--- src/rtl/div16by8_seq.sv ---
// Sequential restoring divider (16-bit dividend / 8-bit divisor), one quotient bit per cycle.
// Define DIV_APPROX_EN for the truncated 6-iteration variant that ignores O[1:0] and reports R=0.
module div16by8_seq (
  input  logic        clk,
  input  logic        rst,
  input  logic        in_valid,
  output logic        in_ready,
  input  logic [15:0] O,
  input  logic [7:0]  B,
  output logic        out_valid,
  input  logic        out_ready,
  output logic [7:0]  Q,
  output logic [7:0]  R,
  output logic        ovf,
  output logic        dz
);

`ifdef DIV_APPROX_EN
  localparam int ITER = 6;
`else
  localparam int ITER = 8;
`endif
  localparam logic [2:0] CNT_LAST = 3'(ITER - 1);

  typedef enum logic [1:0] {IDLE = 2'd0, DIV = 2'd1, DONE = 2'd2} state_t;

  state_t      state_r;
  logic [7:0]  div_r;
  logic [7:0]  rem_r;
  logic [7:0]  quo_r;
  logic [7:0]  dvd_r;
  logic [2:0]  cnt_r;
  logic        ovf_r;
  logic        dz_r;

  logic [8:0]  trial_s;
  logic        qbit_s;
  logic [7:0]  rem_nxt_s;
  logic [7:0]  q_fin_s;
  logic [7:0]  r_fin_s;

  // One restoring step: rem stays below the divisor, so the difference always fits in 8 bits
  always_comb begin
    trial_s   = {rem_r, dvd_r[7]};
    qbit_s    = 1'b0;
    rem_nxt_s = trial_s[7:0];
    if (trial_s >= {1'b0, div_r}) begin
      qbit_s    = 1'b1;
      rem_nxt_s = trial_s[7:0] - div_r;
    end else begin
      qbit_s    = 1'b0;
      rem_nxt_s = trial_s[7:0];
    end
  end

  // Final result formatting for the normal (non-exception) path
  always_comb begin
    q_fin_s = 8'h00;
    r_fin_s = 8'h00;
`ifdef DIV_APPROX_EN
    q_fin_s = {quo_r[5:0], 2'b00};
    r_fin_s = 8'h00;
`else
    q_fin_s = quo_r;
    r_fin_s = rem_r;
`endif
  end

  // Control FSM, datapath registers and registered outputs
  always_ff @(posedge clk) begin
    if (rst) begin
      state_r   <= IDLE;
      in_ready  <= 1'b1;
      out_valid <= 1'b0;
      Q         <= 8'h00;
      R         <= 8'h00;
      ovf       <= 1'b0;
      dz        <= 1'b0;
      div_r     <= 8'h00;
      rem_r     <= 8'h00;
      quo_r     <= 8'h00;
      dvd_r     <= 8'h00;
      cnt_r     <= 3'd0;
      ovf_r     <= 1'b0;
      dz_r      <= 1'b0;
    end else begin
      case (state_r)
        IDLE: begin
          if (in_valid && in_ready) begin
            div_r    <= B;
            dvd_r    <= O[7:0];
            quo_r    <= 8'h00;
            cnt_r    <= CNT_LAST;
            in_ready <= 1'b0;
            if (B == 8'h00) begin
              dz_r    <= 1'b1;
              ovf_r   <= 1'b0;
              rem_r   <= 8'h00;
              state_r <= DONE;
            end else if (O[15:8] >= B) begin
              // High half already >= divisor: quotient cannot fit in 8 bits
              dz_r    <= 1'b0;
              ovf_r   <= 1'b1;
              rem_r   <= 8'h00;
              state_r <= DONE;
            end else begin
              dz_r    <= 1'b0;
              ovf_r   <= 1'b0;
              rem_r   <= O[15:8];
              state_r <= DIV;
            end
          end
        end
        DIV: begin
          rem_r <= rem_nxt_s;
          quo_r <= {quo_r[6:0], qbit_s};
          dvd_r <= {dvd_r[6:0], 1'b0};
          cnt_r <= cnt_r - 3'd1;
          if (cnt_r == 3'd0) begin
            state_r <= DONE;
          end
        end
        DONE: begin
          if (!out_valid) begin
            out_valid <= 1'b1;
            ovf       <= ovf_r;
            dz        <= dz_r;
            if (ovf_r || dz_r) begin
              Q <= 8'hFF;
              R <= 8'h00;
            end else begin
              Q <= q_fin_s;
              R <= r_fin_s;
            end
          end else if (out_ready) begin
            out_valid <= 1'b0;
            in_ready  <= 1'b1;
            state_r   <= IDLE;
          end
        end
        default: begin
          state_r   <= IDLE;
          in_ready  <= 1'b1;
          out_valid <= 1'b0;
        end
      endcase
    end
  end

endmodule

--- config.mk ---
export PLATFORM = sky130hd
export DESIGN_NAME = div16by8_seq
export DESIGN_NICKNAME = d
export VERILOG_FILES = /design/src/rtl/div16by8_seq.sv
export SDC_FILE = /design/constraint.sdc
export NUM_CORES = 1
export LEC_CHECK = 0
export ABC_AREA = 1
export CAP_MARGIN = 20
export CORE_AREA = 4 4 83 85
export DETAILED_ROUTE_END_ITERATION = 16
export DIE_AREA = 0 0 87 89
export PLACE_DENSITY = 0.88
export SLEW_MARGIN = 20
export SYNTH_ARGS = -nofsm -noshare
export SYNTH_HDL_FRONTEND = slang
export SYNTH_SLANG_ARGS = --single-unit
export TNS_END_PERCENT = 1
--- constraint.sdc ---
create_clock -name clk -period 2.2 [get_ports clk]
set_clock_uncertainty 0.1 [all_clocks]
set_input_delay 0.33 -clock clk [delete_from_list [all_inputs] [get_ports clk]]
set_output_delay 0.33 -clock clk [all_outputs]
set_load 0.05 [all_outputs]
==> out/results.tsv <==
metric	value	unit
grt_max_degree	34	
place.gp.congestion	0.9046	
drive_above_1_share	7.900	%
grt.overflow.total	0	
wl_per_cell	13.09	um
setup_viol	0	
status	complete, no violations	
die-area	0.007743	mm2
dp_slack	-0.1071	ns
hp-class	reg2reg	
leakage	1.809	nW
clk_latency	0.33	ns
area_delta_synth_final	22.48	%
drcViolationCount	0	
nets	562	
start_kind	flop	
clk_path_buf_depth	2	
core	0.006205	mm2
cp_data_required_time	1.77	ns
path_delay_family	buffers and inverters	
dr.pass1.iters	7	
vias	3188	
fin_crit_sh	91.69	%
whs	0.3625	ns
max-cap-violations	0	
wirelength	7799	um
layout_setup_ws	0.1828	ns
cts_setup_buffers	0	
row_count	29	
grt_antenna_before_repair	0	
via_per_inst	5.349	
power-per-cell-area	1468	mW/mm2
hold_viol_final	0	
die_h	89	um
syn-num-nets	515	
ys_seq_area_share	36.46	%
first_iter_violations	317	
crit_buf_inv	1	
netlist_instances	468	
cp.arrival	1.59	ns
insertedDiodeCount	0	
slowest_stage	clkdlybuf4s50_1	
slew_headroom	65.46	%
port_buffers	47	
crit_path_max_incr_delay	0.84	ns
crit_chain	clkdlybuf4s50_1	
io_pins	48	
endpoint_kind	output pin	
cts_tree	done	
cts_hold_buf	0	
synthesis.area	0.003239	mm2
cp_max_fo	4	
cts_htree_levels	3	
cts_root_buf	clkbuf_8	
grt_use_total	21.36	%
yosysWarningCount	0	
synthDistinctLibCells	30	
grt_first_pass_wirelength	13080	um
ir_drop	904.7	uV
ys_ff_latch	59	
start_util	52.21	%
cts_made_buffers	9	
timing.fmax	495.7	MHz
cts_sinks	59	
cp.depth	1	
first_global_vias	2994	
hpwl	5482	um
hold_depth	2	
grt_setup_unrepaired	no	
ant_nets	0	
synth_area_per_cell	6.922	um2
cts_resized	0	
r2r_cells	10	
maxSlewViolCount	0	
die_width	87	um
clk_pin_slew	0.06	ns
period_needed	2.017	ns
max_slew.worst_pin.slew	0.5164	ns
crit_type	reg2out	
==> cell usage after synthesis <==
cell type | n | area share [%]
xnor2_1 | 1 | 0.27
buf_2 | 3 | 0.46
fa_1 | 1 | 0.62
a21o_1 | 1 | 0.23
buf_6 | 2 | 0.70
inv_1 | 68 | 7.9
nor2_4 | 2 | 0.70
xor2_1 | 2 | 0.54
a31oi_1 | 8 | 1.5
and2_1 | 1 | 0.19
clkbuf_1 | 5 | 0.58
nand4_1 | 13 | 2.5
ha_1 | 18 | 7.0
o21ai_0 | 34 | 5.3
nor3_2 | 1 | 0.31
inv_2 | 6 | 0.70
nand3_2 | 2 | 0.62
nor3_1 | 1 | 0.15
o21ai_1 | 2 | 0.31
o211ai_1 | 3 | 0.70
o211a_1 | 1 | 0.31
nor2_2 | 8 | 1.5
buf_4 | 7 | 1.6
a21oi_1 | 46 | 7.1
nand3_4 | 1 | 0.54
nand3b_1 | 1 | 0.23
nand3_1 | 30 | 4.6
nor2_1 | 26 | 3.0
dfxtp_1 | 59 | 36
nand2_1 | 115 | 13
==> cells in the final DEF, fill, tap and decap left out <==
master           Yosys  layout
a21o_1               1       1
a21oi_1             46      46
a31oi_1              8       8
and2_1               1       1
buf_4                7       6
bufinv_16            0       2
clkbuf_8             0      11
clkdlybuf4s50_1      0      47
clkinv_2             0       1
clkinv_4             0       1
dfxtp_1             59      59
fa_1                 1       1
ha_1                18      18
inv_1               68      68
inv_2                6       6
nand2_1            115     115
nand3_1             30      30
nand3_2              2       2
nand3_4              1       1
nand3b_1             1       1
nand4_1             13      13
nor2_1              26      26
nor2_2               8       8
nor2_4               2       2
nor3_1               1       1
nor3_2               1       1
o211a_1              1       1
o211ai_1             3       3
o21ai_0             34      34
o21ai_1              2       2
xnor2_1              1       1
xor2_1               2       2
==> power breakdown <==
| group | internal [W] | switching (W) | total (W) |
|---|---|---|---|
| clock network | 0.000693 | 0.000410 | 0.00110 |
| registers | 0.00137 | 0.000239 | 0.00161 |
| logic | 0.00105 | 0.00206 | 0.00311 |
==> worst min-delay path: cells and delay by family, from the launching register on <==
| family | cells | cell delay (ns) |
|---|---|---|
| AO/OA/AOI/OAI | 1 | 0.05 |
| flip-flops | 1 | 0.31 |
| AND/OR/NAND/NOR | 1 | 0.06 |
==> per-layer routing <==
layer  routed length, um  part of all wire, %  GRT usage (%)
met5                   0                    0              0
met4                 299                  3.8          12.04
met3                 378                  4.8          4.793
met2                3936                   50          36.78
met1                3184                   41          24.46
==> final timing paths <==
path	start	slack (ns)	to
setup / recovery	out_valid	0.18	out_valid
hold / removal	Q[4]	0.36	Q[4]
setup reg to reg	div_r[6]	0.24	r_fin_s[7]
hold reg to reg	Q[4]	0.36	Q[4]
==> sequential cells by signal, summed over array words and instances, names as in the netlist <==
signal and flops:
Q 8, R 8, cnt_r 3, div_r 8
dvd_r 8, dz 1, dz_r 1, in_ready 1
out_valid 1, ovf 1, ovf_r 1, q_fin_s 8
r_fin_s 8, state_r 2
==> cell type report <==
class	instances	area [um2]
Timing Repair Buffer	53	515.5
Fill cell	529	2237
Tap cell	77	96.34
Clock buffer	11	151.4
Multi-Input combinational cell	318	1672
Inverter	74	277.8
Sequential cell	59	1181
Clock inverter	4	73.82
==> logic make-up (layout without fill, tap and decap cells) <==
family          Yosys count  in the layout  synth area share [%]
flops                    59             59                 36.46
simple gates            201            201                 27.77
fa+ha+maj                19             19                 7.571
xor+xnor                  3              3                0.8113
buf+inv                  91            142                 11.93
compound gates           95             95                 15.45
==> metrics by stage <==
stage / instance area [um2] / utilization [%] / setup TNS [ns] / instances / total power, W
after global routing: 3968 / 63.94 / 0 / 596 / 0.006319
after floorplan: 3239 / - / 0 / 468 / 0.004036
after global placement: 3742 / 60.31 / -0.01273 / 581 / 0.004559
final: 3968 / 63.94 / 0 / 596 / 0.005823
after CTS: 3968 / 63.94 / 0 / 596 / 0.005807
after detailed placement: 3742 / 60.31 / -0.8193 / 581 / 0.004640
(Power assumes the default switching activity.)
